`src/rtl/muldiv_seq_pkg.sv`:
```
// Shared SLC3_2 definitions: MUL/DIV opcode bit values, the default datapath
// width and the state type of the sequential multiply/divide unit.
package SLC3_2;

    localparam int MULDIV_WIDTH = 16;

    // Values of IR[12] as delivered on OpMul by the instruction decoder.
    localparam logic op_MUL = 1'b1;
    localparam logic op_DIV = 1'b0;

    typedef enum logic [1:0] {
        MD_IDLE = 2'd0,
        MD_CALC = 2'd1,
        MD_FIX  = 2'd2,
        MD_DONE = 2'd3
    } md_state_e;

endpackage

```
`src/rtl/muldiv_seq.sv`:
```
// Sequential signed multiply / divide unit: one magnitude bit per cycle on
// unsigned magnitudes, with the result sign applied once in a FIX step.
module muldiv_seq
    import SLC3_2::*;
#(
    parameter int WIDTH = MULDIV_WIDTH
) (
    input  logic             Clk,
    input  logic             Reset_n,
    input  logic             Start,
    input  logic             OpMul,
    input  logic [WIDTH-1:0] SR1,
    input  logic [WIDTH-1:0] SR2,
    output logic [WIDTH-1:0] Result,
    output logic             Busy,
    output logic             Done,
    output logic             DivZero
);

    localparam int               CNT_W    = (WIDTH > 1) ? $clog2(WIDTH) : 1;
    localparam logic [CNT_W-1:0] CNT_LAST = CNT_W'(WIDTH - 1);
    localparam logic [CNT_W-1:0] CNT_ONE  = CNT_W'(1);
    localparam logic [WIDTH-1:0] ONE      = {{(WIDTH-1){1'b0}}, 1'b1};
    localparam logic [WIDTH-1:0] ZERO     = {WIDTH{1'b0}};

    // The most negative value maps to 2^(WIDTH-1), which still fits unsigned.
    function automatic logic [WIDTH-1:0] mag(input logic [WIDTH-1:0] v);
        return v[WIDTH-1] ? (~v + ONE) : v;
    endfunction

    md_state_e        r_state;
    md_state_e        w_next_state;
    logic [WIDTH-1:0] r_a;
    logic [WIDTH-1:0] r_b;
    logic [WIDTH-1:0] r_acc;
    logic             r_sign;
    logic             r_op;
    logic             r_dz;
    logic [CNT_W-1:0] r_cnt;
    logic [WIDTH-1:0] r_result;
    logic             r_div_zero;

    logic             w_sr2_zero;
    logic [WIDTH:0]   w_div_shift;
    logic [WIDTH:0]   w_div_diff;
    logic             w_div_ge;
    logic [WIDTH-1:0] w_div_rem;
    logic [WIDTH-1:0] w_mag_res;
    logic [WIDTH-1:0] w_signed_res;
    logic             w_busy;
    logic             w_done;

    assign w_sr2_zero = (SR2 == ZERO);

    // State register.
    always_ff @(posedge Clk or negedge Reset_n) begin
        if (!Reset_n) begin
            r_state <= MD_IDLE;
        end else begin
            r_state <= w_next_state;
        end
    end

    // Next-state logic; a divide by zero bypasses CALC entirely.
    always_comb begin
        w_next_state = r_state;
        case (r_state)
            MD_IDLE: begin
                if (Start) begin
                    w_next_state = ((OpMul == op_DIV) && w_sr2_zero) ? MD_FIX : MD_CALC;
                end else begin
                    w_next_state = MD_IDLE;
                end
            end
            MD_CALC: begin
                if (r_cnt == CNT_LAST) begin
                    w_next_state = MD_FIX;
                end else begin
                    w_next_state = MD_CALC;
                end
            end
            MD_FIX:  w_next_state = MD_DONE;
            MD_DONE: w_next_state = MD_IDLE;
            default: w_next_state = MD_IDLE;
        endcase
    end

    // Restoring-division step: remainder shifted left with the next dividend bit.
    always_comb begin
        w_div_shift  = {r_acc, r_a[WIDTH-1]};
        w_div_diff   = w_div_shift - {1'b0, r_b};
        w_div_ge     = ~w_div_diff[WIDTH];
        w_div_rem    = w_div_ge ? w_div_diff[WIDTH-1:0] : w_div_shift[WIDTH-1:0];
        w_mag_res    = (r_op == op_MUL) ? r_acc : r_a;
        w_signed_res = r_sign ? (~w_mag_res + ONE) : w_mag_res;
    end

    // Operand capture and iterative datapath; r_a doubles as quotient shift register.
    always_ff @(posedge Clk or negedge Reset_n) begin
        if (!Reset_n) begin
            r_a    <= ZERO;
            r_b    <= ZERO;
            r_acc  <= ZERO;
            r_sign <= 1'b0;
            r_op   <= 1'b0;
            r_dz   <= 1'b0;
            r_cnt  <= {CNT_W{1'b0}};
        end else begin
            case (r_state)
                MD_IDLE: begin
                    if (Start) begin
                        r_a    <= mag(SR1);
                        r_b    <= mag(SR2);
                        r_acc  <= ZERO;
                        r_sign <= SR1[WIDTH-1] ^ SR2[WIDTH-1];
                        r_op   <= OpMul;
                        r_dz   <= (OpMul == op_DIV) && w_sr2_zero;
                        r_cnt  <= {CNT_W{1'b0}};
                    end
                end
                MD_CALC: begin
                    r_cnt <= r_cnt + CNT_ONE;
                    if (r_op == op_MUL) begin
                        if (r_b[0]) begin
                            r_acc <= r_acc + r_a;
                        end
                        r_a <= r_a << 1;
                        r_b <= r_b >> 1;
                    end else begin
                        r_acc <= w_div_rem;
                        r_a   <= {r_a[WIDTH-2:0], w_div_ge};
                    end
                end
                default: begin
                    r_cnt <= r_cnt;
                end
            endcase
        end
    end

    // Result/DivZero are loaded only on leaving FIX and hold otherwise.
    always_ff @(posedge Clk or negedge Reset_n) begin
        if (!Reset_n) begin
            r_result   <= ZERO;
            r_div_zero <= 1'b0;
        end else if (r_state == MD_FIX) begin
            r_result   <= r_dz ? ZERO : w_signed_res;
            r_div_zero <= r_dz;
        end
    end

    // Status outputs decoded straight from the state register.
    always_comb begin
        w_busy = 1'b1;
        w_done = 1'b0;
        case (r_state)
            MD_IDLE: w_busy = 1'b0;
            MD_DONE: w_done = 1'b1;
            default: begin
                w_busy = 1'b1;
                w_done = 1'b0;
            end
        endcase
    end

    assign Result  = r_result;
    assign DivZero = r_div_zero;
    assign Busy    = w_busy;
    assign Done    = w_done;

endmodule

```
`config.mk`:
```
export PLATFORM = sky130hd
export DESIGN_NAME = muldiv_seq
export DESIGN_NICKNAME = d
export VERILOG_FILES = /design/src/rtl/muldiv_seq_pkg.sv /design/src/rtl/muldiv_seq.sv
export SDC_FILE = /design/constraint.sdc
export NUM_CORES = 1
export LEC_CHECK = 0
export BUFFER_PORTS_ARGS = -buffer_cell sky130_fd_sc_hd__buf_2
export CAP_MARGIN = 20
export CORE_UTILIZATION = 60
export DETAILED_ROUTE_END_ITERATION = 12
export GPL_ROUTABILITY_DRIVEN = 1
export PLACE_DENSITY = 0.84
export SLEW_MARGIN = 40
export SYNTH_ARGS = -nofsm -noshare
export SYNTH_HDL_FRONTEND = slang
export SYNTH_SLANG_ARGS = --single-unit
```
`constraint.sdc`:
```
create_clock -name Clk -period 3.35 [get_ports Clk]
set_input_delay 0.5025 -clock Clk [delete_from_list [all_inputs] [get_ports Clk]]
set_output_delay 0.5025 -clock Clk [all_outputs]
set_load 0.01 [all_outputs]
```
# Word level (Yosys, flattened, before mapping)
# Index checks and enable logic that the tools add are counted.
dict set report word_totals {
  out_inout_bits 19
  ff_bits 74
}
dict set report op_classes {
  bitwise_logic 6
  muxes 24
  addsub 6
  reduce_logical 8
  eq_ne 7
}
# op count
set op_table {}
lappend op_table {{16-bit 2-to-1 mux} 12}
lappend op_table {{16-bit case mux with 2 select lines} 3}
lappend op_table {{16-bit by 1-bit adder with 16-bit output, second input constant} 3}
lappend op_table {{16-bit NOT} 3}
lappend op_table {{17-bit by 16-bit subtractor with 17-bit output} 1}
lappend op_table {{16-bit adder} 1}
lappend op_table {{16-bit logical NOT} 1}
lappend op_table {{2-bit case mux with 4 select lines} 1}
lappend op_table {{4-bit case mux with 2 select lines} 1}
lappend op_table {{2-bit 2-to-1 mux} 3}
lappend op_table {{3-bit AND reduction} 2}
lappend op_table {{4-bit by 1-bit adder with 4-bit output, second input constant} 1}
lappend op_table {{2-bit equality test, second input constant} 2}
lappend op_table {{4-bit equality test, second input constant} 1}
lappend op_table {{4-bit 2-to-1 mux} 1}
lappend op_table {{2-bit != test, second input constant} 2}
lappend op_table {{2-bit AND reduction} 2}
lappend op_table {{1-bit 2-to-1 mux} 3}
lappend op_table {{3-bit != test, second input constant} 1}
lappend op_table {{2-bit by 1-bit equality test with 1-bit output, second input constant} 1}
lappend op_table {{2-bit logical NOT} 1}
lappend op_table {{1-bit NOT} 2}
lappend op_table {{2-bit nonzero test} 1}
lappend op_table {{1-bit logical AND} 1}
lappend op_table {{1-bit XOR} 1}

# Logic depth before layout (Yosys ltp)
dict set report logic_depth {
  word_depth 5
  depth_mapped 12
  mapped_depth_nobuf 10
}

# Worst setup path after synthesis
# OpenSTA, ideal clock, no wires.
dict set report synth_path {
  path_type {flip-flop to flip-flop}
  start {register r_op}
  end {register r_result[14], in the netlist Result[14]}
  period_less_slack_ps 2772
  t_arrival_ps 2677
  stages_incl_launch_ff 13
  path_slack_ps 578
  t_required_ps 3255
  path_cell_list {dfrtp_1 > buf_2 > buf_2 > buf_2 > buf_2 > mux2i_1 > ha_1 > o221ai_1 > o21ai_0 > a21boi_1 > nand2_1 > xor2_1 > o31ai_1}
}
dict set report synth_between {
  elab_chain_cells 5
}
# item line_no
set synth_rtl {}
lappend synth_rtl {{start: declaration} muldiv_seq.sv:37} ;# logic r_op;
lappend synth_rtl {{start signal: assignment} muldiv_seq.sv:116} ;# r_op <= OpMul;
lappend synth_rtl {{16-bit 2-to-1 mux (*)} muldiv_seq.sv:94} ;# w_mag_res = (r_op == op_MUL) ? r_acc : r_a;
lappend synth_rtl {{16-bit NOT} muldiv_seq.sv:95} ;# w_signed_res = r_sign ? (~w_mag_res + ONE) : w_mag_res;
lappend synth_rtl {{16-bit by 1-bit adder with 16-bit output} muldiv_seq.sv:95}
lappend synth_rtl {{16-bit 2-to-1 mux (*)} muldiv_seq.sv:95}
lappend synth_rtl {{16-bit 2-to-1 mux (*)} muldiv_seq.sv:147} ;# r_result <= r_dz ? ZERO : w_signed_res;
lappend synth_rtl {{end signal: assignment} muldiv_seq.sv:147}
lappend synth_rtl {{end: declaration} muldiv_seq.sv:40} ;# logic [WIDTH-1:0] r_result;
# Mark *: on every way between the ends. The rest lies on a longest branch, timed or not.
# A chain may end at the register's enable or synchronous reset.

# Worst setup path after layout
dict set report layout_path {
  start {register r_a[15]}
  end {register r_acc[1]}
}
dict set report layout_between {
  elab_chain_cells 4
}
# item line_no
set layout_rtl {}
lappend layout_rtl {{start: declaration} muldiv_seq.sv:33} ;# logic [WIDTH-1:0] r_a;
lappend layout_rtl {{start signal: assignment} muldiv_seq.sv:112} ;# r_a <= mag(SR1);
lappend layout_rtl {{start signal: assignment} muldiv_seq.sv:127} ;# r_a <= r_a << 1;
lappend layout_rtl {{start signal: assignment} muldiv_seq.sv:131} ;# r_a <= {r_a[WIDTH-2:0], w_div_ge};
lappend layout_rtl {{17-bit by 16-bit subtractor with 17-bit output} muldiv_seq.sv:91} ;# w_div_diff = w_div_shift - {1'b0, r_b};
lappend layout_rtl {{16-bit 2-to-1 mux} muldiv_seq.sv:93} ;# w_div_rem = w_div_ge ? w_div_diff[WIDTH-1:0] : w_div_shift[WIDTH-1:0];
lappend layout_rtl {{16-bit 2-to-1 mux} muldiv_seq.sv:123} ;# if (r_op == op_MUL) begin
lappend layout_rtl {{16-bit case mux with 2 select lines} muldiv_seq.sv:109} ;# case (r_state)
lappend layout_rtl {{end signal: assignment} muldiv_seq.sv:125} ;# r_acc <= r_acc + r_a;
lappend layout_rtl {{end signal: assignment} muldiv_seq.sv:130} ;# r_acc <= w_div_rem;
lappend layout_rtl {{end: declaration} muldiv_seq.sv:35} ;# logic [WIDTH-1:0] r_acc;
# Every way passes these cells.

==> flow_summary.toml <==
[cells_and_area]
areaGrowthSynthToFinish_pct = 8.55
final_common_cell = "dfrtp_1"
final_cells = 915
multi_input_area_um2 = 4100
fillers = 812
drive_gt1_share_pct = 13.0
diodes = 0
regArea_um2 = 1850
nets = 850
final_cell_mix = "74 x dfrtp_1, 73 x nand2_1, 72 x o21ai_0, 58 x a21oi_1, 54 x buf_2"

[timing]
slew_headroom_pct = 54.5
hold_viol_final = 0
drv_slew = 0
period_needed_ps = 3010
fin_crit_sh_pct = 89.8
finalWorstSetupSlack_ps = 343
fin_skew_ps = 11.3
worst_pin_slew_ps = 680
finalSetupTns_ps = 0
clock.fmax_mhz = 333
rsz0062_at_grt = "no"
finalSetupViolations = 0
hold_ws_ps = 122

[logic_synthesis]
async_reset_ff_share_pct = 100
synth_top_area_share_pct = 29.6
yosysTopAreaCell = "dfrtp_1"
yosys_warnings = 0
synth-edff-count = 0
synth_fp_nets = 814
synth_flop_cell = "dfrtp_1"
postSynthCellCount = 741
netlist_area_um2 = 6250
ys_types = 70
netlist_top_cells_area = "dfrtp_1 30%, ha_1 7.0%, o21ai_0 5.8%"
synth-seq-cells = 74
postSynthAreaPerCell_um2 = 8.43
yosysSeqAreaShare_pct = 29.6

[clocking]
htree_levels = 3
numCtsBuffers = 9
cts_tree = "done"
post_cts_buffers = 0
clock_latency_ps = 380
path_clk_slew_ps = 90
cts_resized = 0
ctsHoldBuffers = 0
clock_path_buffers = 2
root_buffer = "clkbuf_8"
clock-sinks = 74

[hold_path]
hp-class = "primary input to asynchronous set/reset pin"

[placement]
gp_congestion = 0.929
dp_cells = 899
dpl.hpwl_mm = 12.0
port_buffers = 54
post-place-ws_ps = 399

[power_and_ir_drop]
leakage_nw = 3.03
ir_drop_uv = 552
powerDensity_nw_per_um2 = 1110
power.total_mw = 7.50

[run]
cap_violations = 0

[die]
num_rows = 36
die_y_um = 104
die-area_um2 = 10800
num_io_pins = 55
core_area_um2 = 9950
initial_utilization_pct = 62.8
die_x_um = 104

[routing]
drt_iter0_drc = 414
detail_route.wl_per_cell_um = 17.4
ant_nets = 0
dr.pass1.iters = 5
drcViolationCount = 0
num_vias = 5801
routed_wl_mm = 15.9
vias_per_cell = 6.34

[critical_path]
startpoint_type = "register"
cp.required_ps = 3660
rrSetupSlack_ps = 340
end_kind = "register"
criticalPathCategory = "register to register"
arrival_ps = 3310
cp_max_fo = 16

[run_status]
outcome = "complete, no violations"

[grt]
grt_usage_pct = 30.3
antenna_found_initial = 0
grt_overflow_total = 0
grt_max_degree = 75
grt_pass1_wl_mm = 26.3
grt_pass1_vias = 5513
==> cell type report <==
cell class | instances | area share (%)
flip-flops and latches | 74 | 27.3
repair buffers | 62 | 5.05
multi-input cells | 596 | 60.4
inverters | 34 | 1.88
clock inverters | 7 | 1.11
well taps | 133 | 2.45
clock buffers | 9 | 1.83
==> metal layers <==
metal	vias up	track usage, %	share of wire [%]
met5	-	0	0
met4	0	12.8	2.5
met3	38	6.14	6.1
met2	227	47.8	47
met1	2747	40.4	45
li1	2789	-	-
==> per-stage QoR <==
step           instance area [µm²]  util, %
2_1_floorplan                 6250        -
3_3_place_gp                  6580     66.1
3_5_place_dp                  6580     66.1
4_1_cts                       6780     68.1
5_1_grt                       6780     68.1
6_report                      6780     68.1
==> worst paths after layout <==
path                            start    endpoint  depth (start not counted)
max                           r_a[15]    r_acc[1]                         10
min reg2reg                Result[14]  Result[14]                          2
max in group asynchronous     Reset_n   r_acc[12]                          2
max reg2reg                   r_a[15]    r_acc[1]                         10
min                           Reset_n   Result[5]                          2
min in group Clk              SR1[14]     r_a[15]                          3
==> report_power, final <==
part	switching (mW)	leakage (nW)	internal [mW]
Combinational	2.80	1.96	2.15
Clock	0.383	0.104	0.350
Sequential	0.555	0.963	1.26
==> logic make-up (layout without fill, tap and decap cells) <==
group	after synthesis	count (layout)	synth area share (%)
AOI/OAI and AO/OA	267	267	27.8
xor gates and xnor gates	63	63	8.83
adders and majority gates	37	37	7.65
buffers and inverters	71	112	4.89
DFF	74	74	29.6
muxes	32	32	5.53
and+or+nand+nor	197	197	15.7
==> worst max-delay path: stages (launching register included) <==
cell and delay (ps):
dfrtp_1 460, inv_1 90, ha_1 250, fa_1 420, nor2b_1 210, o31ai_1 140, a211oi_2 300, mux2i_4 420
nand2_8 180, mux2_4 330, o21ai_1 120
==> registers in the layout, indices dropped and copies added (netlist names), 2 cells and up <==
name     count
Result      16
r_a         16
r_acc       16
r_b         16
r_cnt        4
r_state      2
==> synthesized netlist by cell type, types with 16 or more instances <==
| master | number |
|---|---|
| nand2_1 | 73 |
| ha_1 | 35 |
| a22oi_1 | 24 |
| xor2_1 | 33 |
| dfrtp_1 | 74 |
| mux2i_1 | 27 |
| xnor2_1 | 30 |
| nor2_1 | 40 |
| o21ai_0 | 72 |
| clkbuf_1 | 24 |
| nor2b_1 | 17 |
| nor3_1 | 16 |
| inv_1 | 32 |
| a21oi_1 | 58 |
Note: power is estimated with default switching activity, not from simulation.
